[src/rtl/write_response_arbiter.sv]
// Two-requester Avalon-MM burst write arbiter with in-order response routing.
// Define WRITE_RESPONSE_ARBITER_FIXED_PRIORITY_EN to make s0 always win contention.
module write_response_arbiter #(
  parameter int ADDRESS_WIDTH            = 48,
  parameter int DATA_WIDTH               = 512,
  parameter int BURST_WIDTH              = 3,
  parameter int MAX_PENDING_WRITES_WIDTH = 6
) (
  input  logic                     clk,
  input  logic                     reset_n,
  input  logic [ADDRESS_WIDTH-1:0] s0_address,
  input  logic [DATA_WIDTH-1:0]    s0_writedata,
  input  logic                     s0_write,
  input  logic [DATA_WIDTH/8-1:0]  s0_byteenable,
  input  logic [BURST_WIDTH-1:0]   s0_burst,
  output logic                     s0_waitrequest,
  output logic [1:0]               s0_response,
  output logic                     s0_write_response_valid,
  input  logic [ADDRESS_WIDTH-1:0] s1_address,
  input  logic [DATA_WIDTH-1:0]    s1_writedata,
  input  logic                     s1_write,
  input  logic [DATA_WIDTH/8-1:0]  s1_byteenable,
  input  logic [BURST_WIDTH-1:0]   s1_burst,
  output logic                     s1_waitrequest,
  output logic [1:0]               s1_response,
  output logic                     s1_write_response_valid,
  output logic [ADDRESS_WIDTH-1:0] m_address,
  output logic [DATA_WIDTH-1:0]    m_writedata,
  output logic                     m_write,
  output logic [DATA_WIDTH/8-1:0]  m_byteenable,
  output logic [BURST_WIDTH-1:0]   m_burst,
  input  logic                     m_waitrequest,
  input  logic [1:0]               m_response,
  input  logic                     m_write_response_valid,
  output logic                     error
);

  localparam int CNT_W = MAX_PENDING_WRITES_WIDTH;
  localparam int PTR_W = CNT_W - 1;
  localparam int DEPTH = 1 << PTR_W;

  logic                   lock_q, lock_d;
  logic                   owner_q, owner_d;
  logic [BURST_WIDTH-1:0] beats_q, beats_d;
  logic [DEPTH-1:0]       ids_q;
  logic [PTR_W-1:0]       wr_q, rd_q;
  logic [CNT_W-1:0]       cnt_q;
  logic                   err_q;
  logic                   rv0_q, rv1_q;
  logic [1:0]             rsp0_q, rsp1_q;

  logic                   sel;
  logic                   pri;
  logic                   sel_write;
  logic [BURST_WIDTH-1:0] sel_burst;
  logic                   full;
  logic                   block;
  logic                   accept;
  logic                   first;
  logic                   push;
  logic                   pop;
  logic                   head;

`ifdef WRITE_RESPONSE_ARBITER_FIXED_PRIORITY_EN
  assign pri = 1'b0;
`else
  logic ptr_q;

  always_ff @(posedge clk or negedge reset_n) begin
    if (!reset_n) begin
      ptr_q <= 1'b0;
    end else if (first) begin
      ptr_q <= ~sel;
    end
  end

  assign pri = ptr_q;
`endif

  always_comb begin
    sel = 1'b0;
    if (lock_q) begin
      sel = owner_q;
    end else if (s0_write && s1_write) begin
      sel = pri;
    end else if (s1_write) begin
      sel = 1'b1;
    end
  end

  assign sel_write = sel ? s1_write : s0_write;
  assign sel_burst = sel ? s1_burst : s0_burst;
  assign full      = (cnt_q == CNT_W'(DEPTH));
  assign block     = ~lock_q & full;

  assign m_address    = sel ? s1_address : s0_address;
  assign m_writedata  = sel ? s1_writedata : s0_writedata;
  assign m_byteenable = sel ? s1_byteenable : s0_byteenable;
  assign m_burst      = sel_burst;
  // Reset gating keeps the master quiet while reset_n is held low.
  assign m_write      = sel_write & ~block & reset_n;

  assign s0_waitrequest = ~reset_n | sel | m_waitrequest | block;
  assign s1_waitrequest = ~reset_n | ~sel | m_waitrequest | block;

  assign accept = m_write & ~m_waitrequest;
  assign first  = accept & ~lock_q;
  assign push   = first;
  assign pop    = m_write_response_valid & (cnt_q != '0);
  assign head   = ids_q[rd_q];

  always_comb begin
    lock_d  = lock_q;
    owner_d = owner_q;
    beats_d = beats_q;
    if (first && (sel_burst > BURST_WIDTH'(1))) begin
      lock_d  = 1'b1;
      owner_d = sel;
      beats_d = sel_burst - BURST_WIDTH'(1);
    end else if (accept && lock_q) begin
      beats_d = beats_q - BURST_WIDTH'(1);
      if (beats_q == BURST_WIDTH'(1)) begin
        lock_d = 1'b0;
      end
    end
  end

  always_ff @(posedge clk or negedge reset_n) begin
    if (!reset_n) begin
      lock_q  <= 1'b0;
      owner_q <= 1'b0;
      beats_q <= '0;
    end else begin
      lock_q  <= lock_d;
      owner_q <= owner_d;
      beats_q <= beats_d;
    end
  end

  always_ff @(posedge clk or negedge reset_n) begin
    if (!reset_n) begin
      ids_q <= '0;
      wr_q  <= '0;
      rd_q  <= '0;
      cnt_q <= '0;
    end else begin
      if (push) begin
        ids_q[wr_q] <= sel;
        wr_q        <= wr_q + PTR_W'(1);
      end
      if (pop) begin
        rd_q <= rd_q + PTR_W'(1);
      end
      case ({push, pop})
        2'b10:   cnt_q <= cnt_q + CNT_W'(1);
        2'b01:   cnt_q <= cnt_q - CNT_W'(1);
        default: cnt_q <= cnt_q;
      endcase
    end
  end

  always_ff @(posedge clk or negedge reset_n) begin
    if (!reset_n) begin
      rv0_q  <= 1'b0;
      rv1_q  <= 1'b0;
      rsp0_q <= 2'b00;
      rsp1_q <= 2'b00;
      err_q  <= 1'b0;
    end else begin
      rv0_q <= pop & ~head;
      rv1_q <= pop & head;
      if (pop && !head) begin
        rsp0_q <= m_response;
      end
      if (pop && head) begin
        rsp1_q <= m_response;
      end
      if (m_write_response_valid && (cnt_q == '0)) begin
        err_q <= 1'b1;
      end
    end
  end

  assign s0_write_response_valid = rv0_q;
  assign s1_write_response_valid = rv1_q;
  assign s0_response             = rsp0_q;
  assign s1_response             = rsp1_q;
  assign error                   = err_q;

endmodule

[config.mk]
export PLATFORM = sky130hd
export DESIGN_NAME = write_response_arbiter
export DESIGN_NICKNAME = d
export VERILOG_FILES = /design/src/rtl/write_response_arbiter.sv
export SDC_FILE = /design/constraint.sdc
export NUM_CORES = 1
export LEC_CHECK = 0
export BUFFER_PORTS_ARGS = -buffer_cell sky130_fd_sc_hd__buf_2
export CAP_MARGIN = 20
export CORE_AREA = 2 2 733 735
export CTS_BUF_LIST = sky130_fd_sc_hd__clkbuf_8
export CTS_CLUSTER_SIZE = 30
export DETAILED_ROUTE_END_ITERATION = 6
export DIE_AREA = 0 0 735 737
export PLACE_DENSITY_LB_ADDON = 0.3
export SETUP_SLACK_MARGIN = 0.5
export SLEW_MARGIN = 0
export SYNTH_ARGS = -nofsm -noshare
export SYNTH_HDL_FRONTEND = slang
export SYNTH_SLANG_ARGS = --single-unit
[constraint.sdc]
create_clock -name clk -period 6.3 [get_ports clk]
set_clock_uncertainty 0.15 [all_clocks]
set_input_delay 0.63 -clock clk [delete_from_list [all_inputs] [get_ports clk]]
set_output_delay 0.63 -clock clk [all_outputs]
set_load 0.1 [all_outputs]
==> results.sh, run 1 <==
export IMPL_run_status="finished, final reports clean"
export IMPL_ys_types=47
export IMPL_fmax_mhz=204
export IMPL_grt_max_degree=100
export IMPL_num_vias=29085
export IMPL_fin_crit_sh=0.779
export IMPL_gp_congestion=1.03
export IMPL_wire_per_inst_um=44.0
export IMPL_die_w_um=735
export IMPL_cts_tree="done"
export IMPL_synth_edf_count=0
export IMPL_crit_slowest_cell="nand2_1"
export IMPL_start_util=0.0204
export IMPL_cp_max_fo=36
export IMPL_syn_avg_cell_area_um2=4.68
export IMPL_crit_type="flip-flop to output port"
export IMPL_port_buffers=1898
export IMPL_power_mw=26.1
export IMPL_coreArea_um2=534000
export IMPL_synth_flop_cell="dfrtp_1"
export IMPL_die_area_um2=542000
export IMPL_rsz0062_at_grt="no"
export IMPL_wl_met2_mm=212
export IMPL_synth_top_area_cell="nand2_1"
export IMPL_p_seq_frac=0.029
export IMPL_cts_buffers=9
export IMPL_antenna_found_initial=668
export IMPL_switchingPower_mw=22.6
export IMPL_start_kind="flip-flop"
export IMPL_tightestPinTransition_ns=1.07
export IMPL_synthTopCellsByArea="nand2_1 (65%), dfrtp_1 (14%), clkbuf_1 (4.9%), a31oi_1 (2.1%), a21oi_1 (1.7%)"
export IMPL_cts_sinks=61
export IMPL_clockBufferDepth=2
export IMPL_syn_to_final_growth_pct=178
export IMPL_relSlewSlack=0.293
export IMPL_hold_class="primary input to async pin"
export IMPL_cts_resized=0
export IMPL_maxCapViolations=0
export IMPL_synthCells=2325
export IMPL_synth_yosys_seq_area_share=0.140
export IMPL_seq_area_um2=1530
export IMPL_p_int_mw=3.53
export IMPL_yosysWarnings=0
export IMPL_m1WireLength_mm=202
export IMPL_insertion_delay_ns=0.37
export IMPL_arrival_ns=4.13
export IMPL_wl_met3_mm=75.5
export IMPL_leakage_nw=14.8
export IMPL_synth_nets=3599
export IMPL_ant_nets=0
export IMPL_setup_violations=0
export IMPL_reg2reg_from="cnt_q[1]"
export IMPL_postLayoutCoreUtil=0.0566
export IMPL_grt_pass1_vias=29194
export IMPL_critPathRequiredTime_ns=5.52
export IMPL_path_common_cell="nand2_1"
export IMPL_routed_wl_mm=509
export IMPL_remaining_drc_errors=0
export IMPL_crit_family="buffers and inverters"
export IMPL_critPathBufInv=3
export IMPL_fillers=64514
export IMPL_cts_setup_buffers=0
export IMPL_grt_overflow_total=0
export IMPL_finalNetCount=5378
export IMPL_highest_layer="met5"
export IMPL_clkTransAtPathRegs_ns=0.08
export IMPL_ys_async_sr_fraction=1.00
export IMPL_synth_seq_cells=61
export IMPL_cp_startpoint="lock_q"
export IMPL_endpoint_kind="output port"
export IMPL_final_max_slew_violation_count=0
export IMPL_vias_per_cell=2.51
export IMPL_path_cells="nand2b_1, o21ai_4, buf_12, buf_4, nand2_1, nand2_1, buf_2"
export IMPL_drt_iter0_markers=2689
export IMPL_row_count=269
export IMPL_grt_usage=0.180
export IMPL_tns_ns=0
export IMPL_io_pins=1899
export IMPL_peakVddDrop_mv=0.456
export IMPL_drt_pass1_iter_count=5
export IMPL_grt_first_pass_wirelength_mm=578
export IMPL_die_h_um=737
export IMPL_period_needed_ns=4.91
export IMPL_pwr_share_comb=0.955
export IMPL_synth_area_um2=10900
export IMPL_drive_above_1_share=0.479
export IMPL_hold_viol=0
export IMPL_switching_share=0.865
export IMPL_max_stage_delay_ns=0.69
export IMPL_cts_max_level=3
export IMPL_p_per_area_nw_per_um2=862
export IMPL_power_share_clock=0.016
export IMPL_synth_top_cell_area_share=0.652
export IMPL_clockRootBuffer="clkbuf_8"
export IMPL_cts_hold_repair_buffers=0
export IMPL_multi_input_area_um2=8640
export IMPL_dp_final_hpwl_mm=485
## synth_stat cells (2+ instances only)
| master | instances |
|---|---|
| o21ai_0 | 4 |
| buf_1 | 8 |
| buf_2 | 3 |
| a21o_1 | 4 |
| nand4_1 | 3 |
| a21oi_1 | 38 |
| xnor2_1 | 10 |
| and2_1 | 5 |
| nor3_1 | 4 |
| nor2_1 | 9 |
| mux2_2 | 7 |
| a221oi_1 | 4 |
| clkbuf_1 | 143 |
| buf_6 | 8 |
| mux2i_1 | 12 |
| a31oi_1 | 36 |
| inv_1 | 10 |
| and3b_1 | 2 |
| mux4_2 | 4 |
| nor3b_1 | 6 |
| nand2b_1 | 7 |
| nand3_1 | 3 |
| ha_1 | 12 |
| nand2_1 | 1889 |
| mux2_1 | 2 |
| nor2b_1 | 3 |
| xor2_1 | 8 |
| dfrtp_1 | 61 |
| nand4b_1 | 2 |
## flip-flops by register name, summed over array words and instances (netlist names)
register,flops
s1_write_response_valid,1
error,1
ids_q,32
owner_q,1
s0_response,2
pri,1
rd_q,5
s1_response,2
beats_q,3
lock_q,1
cnt_q,6
wr_q,5
s0_write_response_valid,1
## path summary, 6_finish.rpt
kind,slack (ns),cells after the start,endpoint
max in group asynchronous,5.04,2,ids_q[9]
hold reg to reg,0.36,1,rd_q[4]
setup / recovery,1.39,7,m_writedata[192]
setup reg to reg,2.19,13,cnt_q[4]
min in group clk,0.36,2,error
hold / removal,0.36,2,s0_write_response_valid
## metal layers
layer / GRT usage / vias up
li1: - / 11140
met1: 0.212 / 14080
met2: 0.270 / 2497
met3: 0.113 / 1000
met4: 0.0459 / 368
met5: 0 / -
## power groups by stage
stage                     clock (mW)  sequential, mW  combinational (mW)
final                          0.418           0.757                24.9
after global routing           0.447           0.774                25.5
after CTS                      0.427           0.754                25.4
after detailed placement           0           0.761                25.4
after global placement             0           0.793                26.2
after floorplan                    0           0.765                16.6
## cell usage in the layout (no fill, tap or decap), types with 11 or more instances in the layout
cell type / instances
a21oi_1: 38
a31oi_1: 36
buf_12: 15
buf_2: 1900
buf_4: 17
clkbuf_8: 11
dfrtp_1: 61
diode_2: 436
ha_1: 12
inv_1: 11
mux2i_1: 12
nand2_1: 1889
## kinds of logic after synthesis
| family | after synthesis | share of synthesized area |
|---|---|---|
| buffers and inverters | 175 | 0.0676 |
| xor gates and xnor gates | 18 | 0.0145 |
| muxes | 25 | 0.0286 |
| AOI/OAI and AO/OA | 93 | 0.0512 |
| and+or+nand+nor | 1941 | 0.684 |
| DFF | 61 | 0.140 |
| adders and majority gates | 12 | 0.0138 |
## cell type report
cell class / count / share of cell area
flip-flops and latches: 61 / 0.0504
clock buffers: 11 / 0.00500
multi-input cells: 2089 / 0.285
diodes: 436 / 0.0360
well taps: 7046 / 0.291
repair buffers: 1932 / 0.328
inverters: 11 / 0.00136
clock inverters: 5 / 0.00244
## stage by stage
step	cell area (um^2)	setup slack (ns)	std cells	hold WS, ns
after floorplan	10900	2.36	2325	0.184
after global placement	28900	1.24	11135	0.413
after detailed placement	29000	1.37	11139	0.342
after CTS	29200	1.24	11155	0.354
after global routing	29400	1.24	11253	0.355
final	30300	1.39	11591	0.359
## worst register-to-register path: stages, from the launching register on
cell      delay [ns]
dfrtp_1         0.51
or4_4           0.23
nor3b_4         0.07
nor4_4          0.84
inv_1           0.24
ha_1            0.44
xor2_1          0.22
ha_1            0.27
a21o_1          0.20
a221oi_1        0.32
a21oi_1         0.10
a31oi_1         0.17
nor2_1          0.08
xor2_1          0.15
No activity file was read; power rests on OpenSTA's default activity.
==> inputs of run 2 (changes only) <==
ABC_AREA = 1   (was not set)
CORE_AREA = 2 2 739 741   (was 2 2 733 735)
DIE_AREA = 0 0 741 743   (was 0 0 735 737)
clock period = 4.1 ns   (was 6.3 ns; I/O delays follow)
==> run 2 against run 1 <==
The run now ends with DRC left. First-iteration DRC count is 22% higher. Worst setup slack worse by 0.98 ns. Critical path depth is 2 higher. Highest routed layer unchanged. Wire length is 38% higher. Sequential share of layout area is 1.4 points lower. Register-to-register slack worse by 1.8 ns. Non-clock buffer count is 84 higher. Count of clock-buffer cells in the layout is 1 lower.
==> results.sh, run 2 <==
export IMPL_run_status="finished, violations left"
export IMPL_violations="DRC"
export IMPL_top_regs="ids_q (32), cnt_q (6)"
export IMPL_rrSetupSlack_ns=0.41
export IMPL_ys_async_sr_fraction=1.00
export IMPL_synth_nets=3719
export IMPL_insertion_delay_ns=0.39
export IMPL_critPathRequiredTime_ns=4.20
export IMPL_synthCells=2445
export IMPL_fillers=64443
export IMPL_largest_register_ffs=32
export IMPL_die_area_um2=551000
export IMPL_use_met3=0.127
export IMPL_layout_common_cells="nand2_1 (1,924), buf_2 (1,278), buf_12 (622), buf_4 (85), nand2_2 (67)"
export IMPL_yosysWarnings=0
export IMPL_cts_sinks=61
export IMPL_cts_buffers=9
export IMPL_peakVddDrop_mv=0.377
export IMPL_cp_endpoint="s1_response[1]"
export IMPL_synth_common_cells="nand2_1 (2,003), buf_2 (82), dfrtp_1 (61)"
export IMPL_grt_util_met2=0.413
export IMPL_synth_top_area_cell="nand2_1"
export IMPL_fin_crit_sh=0.900
export IMPL_yosys_area_share_simple=0.726
export IMPL_grt_usage=0.245
export IMPL_reg2reg_from="rd_q[1]"
export IMPL_grt_max_degree=73
export IMPL_drive_above_1_share=0.498
export IMPL_synth_top_family_by_area="simple AND/OR/NAND/NOR gates"
export IMPL_p_per_area_nw_per_um2=1240
export IMPL_worstReg2RegEnd="s1_response[1]"
export IMPL_grt_overflow_total=0
export IMPL_arrival_ns=3.79
export IMPL_synth_edf_count=0
export IMPL_tightestPinTransition_ns=1.08
export IMPL_vias_per_cell=2.81
export IMPL_yosysMostFrequentCell="nand2_1"
export IMPL_synth_compound_area_frac=0.0325
export IMPL_r2r_worst_path_cells=9
export IMPL_num_vias=34173
export IMPL_fmax_mhz=271
export IMPL_cp_max_fo=13
export IMPL_clkTransAtPathRegs_ns=0.09
export IMPL_holdPathStages=3
export IMPL_drt_iter0_markers=3274
export IMPL_leakage_nw=18.8
export IMPL_crit_type="flip-flop to flip-flop"
export IMPL_finalNetCount=5596
export IMPL_die_h_um=743
export IMPL_cts_max_level=3
export IMPL_ant_nets=0
export IMPL_port_buffers=1898
export IMPL_layout_commonest_cell="nand2_1"
export IMPL_cp_startpoint="rd_q[1]"
export IMPL_routed_wl_mm=701
export IMPL_synth_area_um2=11100
export IMPL_drt_pass1_iter_count=7
export IMPL_hold_class="primary input to flip-flop"
export IMPL_multi_input_area_um2=9100
export IMPL_remaining_drc_errors=8
export IMPL_top_register="ids_q"
export IMPL_start_util=0.0204
export IMPL_start_kind="flip-flop"
export IMPL_dp_final_hpwl_mm=668
export IMPL_hold_viol=0
export IMPL_postLayoutCellArea_um2=41700
export IMPL_synth_flop_cell="dfrtp_1"
export IMPL_synth_seq_cells=61
export IMPL_relSlewSlack=0.278
export IMPL_period_needed_ns=3.69
export IMPL_syn_to_final_growth_pct=277
export IMPL_ys_types=30
export IMPL_cts_tree="done"
export IMPL_syn_avg_cell_area_um2=4.53
export IMPL_endpoint_kind="flip-flop"
export IMPL_grt_pass1_vias=32510
export IMPL_row_count=271
export IMPL_tns_ns=0
export IMPL_grtUsageMet1=0.248
export IMPL_rsz0062_at_grt="yes"
export IMPL_setup_violations=0
export IMPL_synth_yosys_seq_area_share=0.138
export IMPL_wire_per_inst_um=57.7
export IMPL_gp_congestion=1.17
export IMPL_maxCapViolations=0
export IMPL_antenna_found_initial=860
export IMPL_synthTopCellsByArea="nand2_1 (68%), dfrtp_1 (14%), buf_2 (3.7%), clkbuf_1 (2.0%), o21ai_1 (1.6%)"
export IMPL_dpl_cell_area_um2=39000
export IMPL_synthMuxAreaShare=0
export IMPL_clockRootBuffer="clkbuf_8"
export IMPL_synth_top_cell_area_share=0.679
export IMPL_grt_first_pass_wirelength_mm=787
export IMPL_top_usage_layer="met2"
export IMPL_coreArea_um2=543000
export IMPL_clockBufferDepth=2
export IMPL_die_w_um=741
export IMPL_synth_adder_area_share=0.0136
export IMPL_synthXorXnorAreaFrac=0.0134
export IMPL_seq_area_um2=1530
export IMPL_io_pins=1899
export IMPL_final_max_slew_violation_count=0
## run 2: final cells by class
| class | instances | area share |
|---|---|---|
| antenna | 584 | 0.0350 |
| clock buffer | 10 | 0.00330 |
| clock inverter | 6 | 0.00132 |
| inverter | 46 | 0.00468 |
| multi-input combinational | 2188 | 0.218 |
| sequential | 61 | 0.0368 |
| tap | 7234 | 0.217 |
| timing repair buffer | 2016 | 0.484 |
## run 2: logic make-up (layout without fill, tap and decap cells)
| family | Yosys count | after routing |
|---|---|---|
| flops | 61 | 61 |
| xor+xnor | 17 | 17 |
| simple gates | 2090 | 2090 |
| other cells | 0 | 584 |
| fa+ha+maj | 12 | 12 |
| buf+inv | 196 | 2078 |
| compound gates | 69 | 69 |
## run 2: worst max-delay path: stages, from the launching register on
cell	delay, ns
dfrtp_1	0.90
inv_1	0.47
nor2_1	0.33
o21ai_0	0.22
o21ai_0	0.24
a21oi_1	0.18
nand2_1	0.25
nand3_1	0.41
nand2_1	0.26
nand2_1	0.15
## run 2: how the worst min path moves through the flow
stage	startpoint	to	slack, ns
6_report	m_response[0]	s0_response[0]	0.18
3_5_place_dp	ids_q[22]	ids_q[22]	0.33
5_1_grt	m_response[0]	s0_response[0]	0.20
2_1_floorplan	reset_n	beats_q[0]	-0.04
3_3_place_gp	error	error	0.42
4_1_cts	m_response[0]	s0_response[0]	0.18
## run 2: metrics by stage
stage	power (mW)	std cells	hold WS (ns)	setup slack (ns)	utilization
after floorplan	24.1	2445	-0.0356	1.42	-
after global placement	52.1	11512	0.421	-1.47	0.0718
after detailed placement	50.3	11514	0.335	-0.870	0.0718
after CTS	52.2	11560	0.176	0.402	0.0740
after global routing	52.2	11943	0.200	0.478	0.0759
final	51.6	12145	0.183	0.409	0.0769
## run 2: where the power goes
group	internal [mW]	leakage, nW	switching (mW)
clock network	0.292	0.108	0.314
logic	12.2	17.9	37.6
registers	0.780	0.789	0.409
total	13.3	18.8	38.3
## run 2: routing by layer
| layer | part of all wire | up-vias |
|---|---|---|
| li1 | - | 11763 |
| met4 | 0.058 | 424 |
| met5 | 0.0041 | - |
| met2 | 0.47 | 3632 |
| met1 | 0.35 | 16591 |
| met3 | 0.12 | 1763 |
## run 2: repair_timing
action / in CTS / in global routing
setup buffers: 24 / 0
hold endpoints to repair: 0 / 0
setup endpoints to repair: 640 / 42
cloned: 6 / 1
resized for setup: 159 / 18
pin swaps: 4 / 0
hold buffers: 0 / 0
